**config.mk**
```make
export PLATFORM = sky130hd
export DESIGN_NAME = raster_line_setup
export DESIGN_NICKNAME = d
export VERILOG_FILES = /design/src/rtl/raster_line_setup.sv
export SDC_FILE = /design/constraint.sdc
export NUM_CORES = 1
export LEC_CHECK = 0
export CAP_MARGIN = 20
export CORE_UTILIZATION = 45
export DETAILED_ROUTE_END_ITERATION = 10
export PLACE_DENSITY = 0.74
export SLEW_MARGIN = 40
export SYNTH_ARGS = -nofsm -noshare
export SYNTH_HDL_FRONTEND = slang
export SYNTH_SLANG_ARGS = --single-unit
```
**constraint.sdc**
```tcl
create_clock -name clk -period 6.15 [get_ports clk]
set_clock_uncertainty 0.2 [all_clocks]
set_input_delay 1.23 -clock clk [delete_from_list [all_inputs] [get_ports clk]]
set_output_delay 1.23 -clock clk [all_outputs]
set_load 0.01 [all_outputs]
```
**src/rtl/raster_line_setup.sv**
```systemverilog
// Per-line edge/barycentric setup for the raster stage: frame-constant load
// during vertical blanking, one shared-adder step sequence per horizontal blanking.
module raster_line_setup #(
    parameter int X_TRIG = 640,
    parameter int Y_LAST = 479,
    parameter int Y_LOAD = 524
) (
    input  logic         clk,
    input  logic         reset,
    input  logic [9:0]   x,
    input  logic [9:0]   y,
    input  logic         setup_en,
    input  logic [119:0] e_start,
    input  logic [119:0] e_dy,
    input  logic [87:0]  b_start,
    input  logic [87:0]  b_dy,
    output logic [19:0]  e0_init_t1,
    output logic [19:0]  e1_init_t1,
    output logic [19:0]  e2_init_t1,
    output logic [19:0]  e0_init_t2,
    output logic [19:0]  e1_init_t2,
    output logic [19:0]  e2_init_t2,
    output logic [21:0]  bar_iy,
    output logic [21:0]  bar_iz,
    output logic [21:0]  bar2_iy,
    output logic [21:0]  bar2_iz,
    output logic         busy,
    output logic         frame_loaded
);

    localparam logic [9:0] X_TRIG_V = 10'(X_TRIG);
    localparam logic [9:0] Y_LAST_V = 10'(Y_LAST);
    localparam logic [9:0] Y_LOAD_V = 10'(Y_LOAD);

    typedef enum logic [1:0] {IDLE, LOAD, STEP, COMMIT} state_t;
    typedef enum logic {MODE_LOAD, MODE_STEP} mode_t;

    state_t      state, state_next;
    mode_t       mode, mode_next;
    logic [3:0]  idx, idx_next;
    logic [9:0]  x_q;
    logic [21:0] acc  [10];
    logic [21:0] dy_r [10];

    logic        trig;
    logic        is_edge;
    logic [21:0] start_sel, dy_sel, acc_sel, dyr_sel;
    logic [21:0] sum, step_val;

    // Edge-detect on x so a pixel lasting several clocks still triggers once.
    assign trig    = (x == X_TRIG_V) && (x_q != X_TRIG_V);
    assign is_edge = (idx < 4'd6);

    // Element select; edge values are kept sign-extended to 22 bits internally.
    always_comb begin
        start_sel = '0;
        dy_sel    = '0;
        acc_sel   = '0;
        dyr_sel   = '0;
        for (int i = 0; i < 6; i++) begin
            if (idx == 4'(i)) begin
                start_sel = {{2{e_start[20*i+19]}}, e_start[20*i +: 20]};
                dy_sel    = {{2{e_dy[20*i+19]}}, e_dy[20*i +: 20]};
            end
        end
        for (int j = 0; j < 4; j++) begin
            if (idx == 4'(j + 6)) begin
                start_sel = b_start[22*j +: 22];
                dy_sel    = b_dy[22*j +: 22];
            end
        end
        for (int k = 0; k < 10; k++) begin
            if (idx == 4'(k)) begin
                acc_sel = acc[k];
                dyr_sel = dy_r[k];
            end
        end
    end

    assign sum      = acc_sel + dyr_sel;
    assign step_val = is_edge ? {{2{sum[19]}}, sum[19:0]} : sum;

    always_ff @(posedge clk) begin
        if (reset) begin
            state <= IDLE;
            mode  <= MODE_STEP;
            idx   <= '0;
        end else begin
            state <= state_next;
            mode  <= mode_next;
            idx   <= idx_next;
        end
    end

    always_comb begin
        state_next = state;
        mode_next  = mode;
        idx_next   = idx;
        case (state)
            IDLE: begin
                if (trig && (y == Y_LOAD_V) && setup_en) begin
                    state_next = LOAD;
                    mode_next  = MODE_LOAD;
                    idx_next   = '0;
                end else if (trig && (y < Y_LAST_V)) begin
                    state_next = STEP;
                    mode_next  = MODE_STEP;
                    idx_next   = '0;
                end
            end
            LOAD, STEP: begin
                if (idx == 4'd9) begin
                    state_next = COMMIT;
                    idx_next   = '0;
                end else begin
                    idx_next = idx + 4'd1;
                end
            end
            COMMIT: state_next = IDLE;
            default: state_next = IDLE;
        endcase
    end

    assign busy         = (state != IDLE);
    assign frame_loaded = (state == COMMIT) && (mode == MODE_LOAD);

    always_ff @(posedge clk) begin
        if (reset) begin
            x_q <= '0;
            for (int k = 0; k < 10; k++) begin
                acc[k]  <= '0;
                dy_r[k] <= '0;
            end
            e0_init_t1 <= '0;
            e1_init_t1 <= '0;
            e2_init_t1 <= '0;
            e0_init_t2 <= '0;
            e1_init_t2 <= '0;
            e2_init_t2 <= '0;
            bar_iy     <= '0;
            bar_iz     <= '0;
            bar2_iy    <= '0;
            bar2_iz    <= '0;
        end else begin
            x_q <= x;
            if (state == LOAD) begin
                acc[idx]  <= start_sel;
                dy_r[idx] <= dy_sel;
            end else if (state == STEP) begin
                acc[idx] <= step_val;
            end
            // Outputs only move here, well inside horizontal blanking.
            if (state == COMMIT) begin
                e0_init_t1 <= acc[0][19:0];
                e1_init_t1 <= acc[1][19:0];
                e2_init_t1 <= acc[2][19:0];
                e0_init_t2 <= acc[3][19:0];
                e1_init_t2 <= acc[4][19:0];
                e2_init_t2 <= acc[5][19:0];
                bar_iy     <= acc[6];
                bar_iz     <= acc[7];
                bar2_iy    <= acc[8];
                bar2_iz    <= acc[9];
            end
        end
    end

endmodule

```
* After elaboration in Yosys (flattened, before gate mapping)
Memories as Yosys holds them, arrays and structs flattened.
Cells that the tools add are included.
** Storage, ports and cells
- Bits in registers :: 225
- Bits in writable memories :: 440
- Output and inout bits :: 210
- Memories :: 2
- Input bits :: 439
** Memory list
- acc :: words 10, width 22, rd ports 10, clocked after memory_dff 0, write ports 10, line 42 : logic [21:0] acc [10];
- dy_r :: words 10, width 22, rd ports 10, clocked after memory_dff 0, write ports 10, line 43 : logic [21:0] dy_r [10];
** Cells by class
- Reduce and logical (&&, ||, !) cells :: 16
- Bitwise logic cells :: 2
- Magnitude comparators :: 2
- Muxes and demuxes :: 67
- Equal/unequal tests :: 17
- $add $sub $neg :: 2
** Operator list (number)
- 2-to-1 mux 22 bit :: 44
- OR reduction 22 bit :: 2
- adder 22 bit :: 1
- equality test 10 bit (second input constant) :: 2
- 2-to-1 mux 4 bit :: 5
- equality test 4 x 3 -> 1 bit (second input constant) :: 4
- 2-to-1 mux 1 bit :: 13
- less-than comparator 10 x 9 -> 1 bit (second input constant) :: 1
- inequality test 10 bit (second input constant) :: 1
- equality test 4 x 2 -> 1 bit (second input constant) :: 2
- equality test 4 bit (second input constant) :: 2
- case mux 4 bit (2 select lines) :: 1
- 2-to-1 mux 2 bit :: 3
- case mux 2 bit (3 select lines) :: 1
- AND reduction 2 bit :: 3
- nonzero test 2 bit :: 3
- logical AND 1 bit :: 5
- adder 4 x 1 -> 4 bit (second input constant) :: 1
- equality test 2 bit (second input constant) :: 2
- equality test 4 x 1 -> 1 bit (second input constant) :: 1
- zero test 4 bit :: 1
- less-than comparator 4 x 3 -> 1 bit (second input constant) :: 1
- inequality test 3 bit (second input constant) :: 1
- equality test 2 x 1 -> 1 bit (second input constant) :: 1
- other kinds (5) :: 5

* Logic depth before layout (Yosys ltp)
- Word-level depth :: 15
- Mapped depth :: 23
- Mapped depth without buffers :: 17

* Least setup slack after synthesis
OpenSTA, ideal clock, no wires.
- Kind :: register -> register
- Start :: register idx[0]
- End :: memory acc[7][20] (data pin)
- Path buffers :: 6
- Arrival time :: 4308 ps
- Setup time :: 265 ps
- Clock period less this slack :: 4773 ps
- Stages on the path, launching flop included :: 22
- Slack :: 1377 ps
- Path through :: dfxtp_1 -> buf_4 -> buf_4 -> nand2_1 -> nor2_2 -> buf_2 -> buf_2 -> buf_1 -> a222oi_1 -> o21ai_0 -> ha_1 -> inv_1 -> fa_1 -> and2b_1 -> o31a_1 -> o21ai_1 -> o31ai_4 -> a31oi_1 -> o2111a_1 -> a211oi_2 -> buf_6 -> nor2_1
** RTL lines
- start: declaration :: line 40 : logic [3:0] idx, idx_next;
- start signal: assignment :: line 91 : idx <= idx_next;
- end: declaration :: line 42

==> out/results.tsv <==
stage	metric	value	unit
die	area of the core	67300	sq um
sta	min Tclk post-route	5470	ps
grt	gr ovfl total	0	
synth	Distinct cells, synth	82	
grt	busiest layer in global routing	met2	
die	Initial Util	45.5	%
setup_path	Critical Path RT	6300	ps
synth	Synth Net Count	3302	
synth	total number of yosys warnings	0	
grt	first-pass GRT wire length	176	mm
run	number of max-cap violations	0	
synth	Post-Syn Area	30600	sq um
setup_path	Setup Crit Path Kind	reg -> reg	
clocking	clock sinks	665	
setup_path	CP Data Arrival Time	5620	ps
clocking	Hold Buf Count CTS	0	
synth	top cells by count, synth	nor2_1 (697), edfxtp_1 (440), mux2i_1 (253)	
cells_and_area	Layout area overhead	32.4	%
cells_and_area	post-route cell area	40600	sq um
sta	Tcrit/Tclk final	88.9	%
status	status	complete, no violations	
route	via count	26700	
grt	met1 usage	43.5	%
place	placement-stage cell area	38100	sq um
setup_path	Startpoint Class	register	
place	RePlAce Congestion	0.972	
route	drt first-iter violations	4008	
route	first-pass detailed-route iteration total	9	
sta	Worst Max-Slew Pin Slew	945	ps
clocking	Setup Buffers After CTS	0	
synth	share of the synthesized area in the top cell type	43.1	%
cells_and_area	multi-input combinational cell area	12000	sq um
die	Vert. Die Dim	263	um
grt	number of global-route vias before repair	25300	
grt	met3 usage	7.72	%
route	routed wire length	125	mm
sta	Slew Limit Headroom	37.0	%
place	DP Wirelength	93.2	mm
route	Residual DRC	0	
sta	# setup viols final	0	
power	Peak VDD IR	0.000230	V
cells_and_area	layout cell share with drive strength beyond 1	8.52	%
setup_path	Worst Path Max Fanout	84	
clocking	TritonCTS clock tree	built	
clocking	Skew-Pair Late Insertion Delay	670	ps
synth	synth top area cells	edfxtp_1 (43%), dfxtp_1 (15%), nor2_1 (8.5%)	
clocking	Post-CTS Resized	0	
synth	Synth Flop Type	edfxtp_1	
grt	largest net degree at the start of global routing	95	
sta	fmax	0.183	GHz
synth	synthesized area per cell	10.8	sq um
synth	Synth area leader	edfxtp_1	
hold_path	Hold WC Path Type	reg -> reg	
route	Wirelength per Cell	28.6	um
setup_path	Crit. End Element	register	
synth	most common cell in the synthesized netlist	nor2_1	
die	FP Rows	95	
route	DRT antenna net count	0	
cells_and_area	Fill cells	5537	
die	Total Die Area	69100	sq um
synth	FFs w/ async S/R, synth	0	%
sta	setup TNS	0	ps
synth	sequential fraction of the synthesis area	57.8	%
cells_and_area	Reg area	17700	sq um
sta	RSZ-0062 raised after global routing	no	
grt	met2 Resource Use GR	56.6	%
synth	Post-Synthesis Cells	2836	
route	Via density	6.11	
sta	final hold viol count	0	
clocking	Num CTS Buffers	71	
synth	Post-synth EDFFs	440	
sta	Final Max Tran Viols	0	
power	Power Density	246	nW/um^2
power	Leakage	13.8	nW
die	DIE WIDTH	263	um
clocking	CTS clock-pin slew for the worst setup and hold paths	60	ps
grt	gr usage total	35.3	%
synth	Yosys reg bits	665	
grt	initial antenna violation count	20	
clocking	htree depth	3	
die	io pins	649	
place	Port Buffer Count	648	
clocking	Max Root-Sink Buffers	3	
cells_and_area	fin nets	3891	
clocking	clk root buf	clkbuf_16	
==> registers in the layout, indices dropped and copies added (netlist names), 22 cells and up <==
name	cells
bar2_iz	22
bar_iy	22
acc	220
dy_r	220
bar2_iy	22
bar_iz	22
==> cell families after synthesis <==
kind of cell	synth area share, %
AOI/OAI and AO/OA	13.0
xor gates and xnor gates	0.429
adders and majority gates	1.13
buffers and inverters	3.62
DFF	57.8
muxes	10.3
and+or+nand+nor	13.7
==> cell usage in the layout, fill, tap and decap left out, drive strengths merged, types with 13 or more instances in the layout <==
| master | Yosys | routed |
|---|---|---|
| a22oi | 72 | 72 |
| nand3 | 40 | 40 |
| o21ai | 152 | 152 |
| buf | 92 | 77 |
| o22ai | 33 | 33 |
| edfxtp | 440 | 440 |
| nor2 | 701 | 701 |
| a31oi | 13 | 13 |
| clkinv | 1 | 25 |
| nand2 | 174 | 174 |
| a221o | 16 | 16 |
| clkbuf | 117 | 100 |
| a222oi | 63 | 63 |
| inv | 54 | 56 |
| a21oi | 102 | 102 |
| mux4 | 27 | 27 |
| o221ai | 32 | 32 |
| clkdlybuf4s50 | 0 | 647 |
| dfxtp | 225 | 225 |
| mux2i | 253 | 253 |
| nor2b | 57 | 57 |
| ha | 26 | 26 |
| a221oi | 14 | 14 |
==> stage by stage <==
step | worst slack [ps] | util (%) | total power [mW] | hold slack (ps) | cells
floorplan | 1380 | - | 5.22 | 256 | 2836
global placement | 826 | 56.5 | 5.68 | 271 | 4223
detailed placement | 801 | 56.6 | 5.69 | 279 | 4224
CTS | 783 | 60.2 | 9.96 | 294 | 4356
global route | 433 | 60.3 | 10.2 | 319 | 4368
finish | 685 | 60.3 | 9.97 | 291 | 4369
==> power by group <==
group          internal (mW)  switching [mW]
Sequential              4.88          0.0936
Combinational          0.337           0.301
Clock                   2.48            1.89
Total                   7.69            2.28
==> layer usage <==
layer / vias to the layer above / routed length [um]
met5: - / 90
met4: 12 / 9010
met3: 370 / 13900
met2: 1956 / 57900
met1: 12800 / 44000
li1: 11500 / -
==> path summary, 6_finish.rpt <==
path | start | to | slack [ps] | cells past startpoint
hold / removal | e2_init_t2[2] | e2_init_t2[2] | 290 | 2
hold reg to reg | e2_init_t2[2] | e2_init_t2[2] | 290 | 2
setup / recovery | idx[1] | acc[1][10] | 680 | 15
setup reg to reg | idx[1] | acc[1][10] | 680 | 15
==> layout make-up <==
class                           count  share of cell area (%)
Sequential cell                   665                    43.7
Multi-Input combinational cell   1907                    29.5
Timing Repair Buffer              725                    17.6
Clock buffer                       99                    5.00
Tap cell                          873                    2.69
Clock inverter                     33                   0.941
Inverter                           55                   0.509
Antenna cell                       12                  0.0740
==> worst max-delay path, cell delays in order, from the launching register on <==
cell and delay [ps]:
dfxtp_4 490, buf_12 350, mux2i_1 240, o21ai_0 100, a222oi_1 530, o21ai_0 180
a221o_1 340, ha_1 330, and2b_1 200, o31a_1 300, o41a_1 340, o21ai_1 200
a21boi_0 150, o21a_1 220, nor3_4 610, nor2_1 110
(Power assumes the default switching activity.)
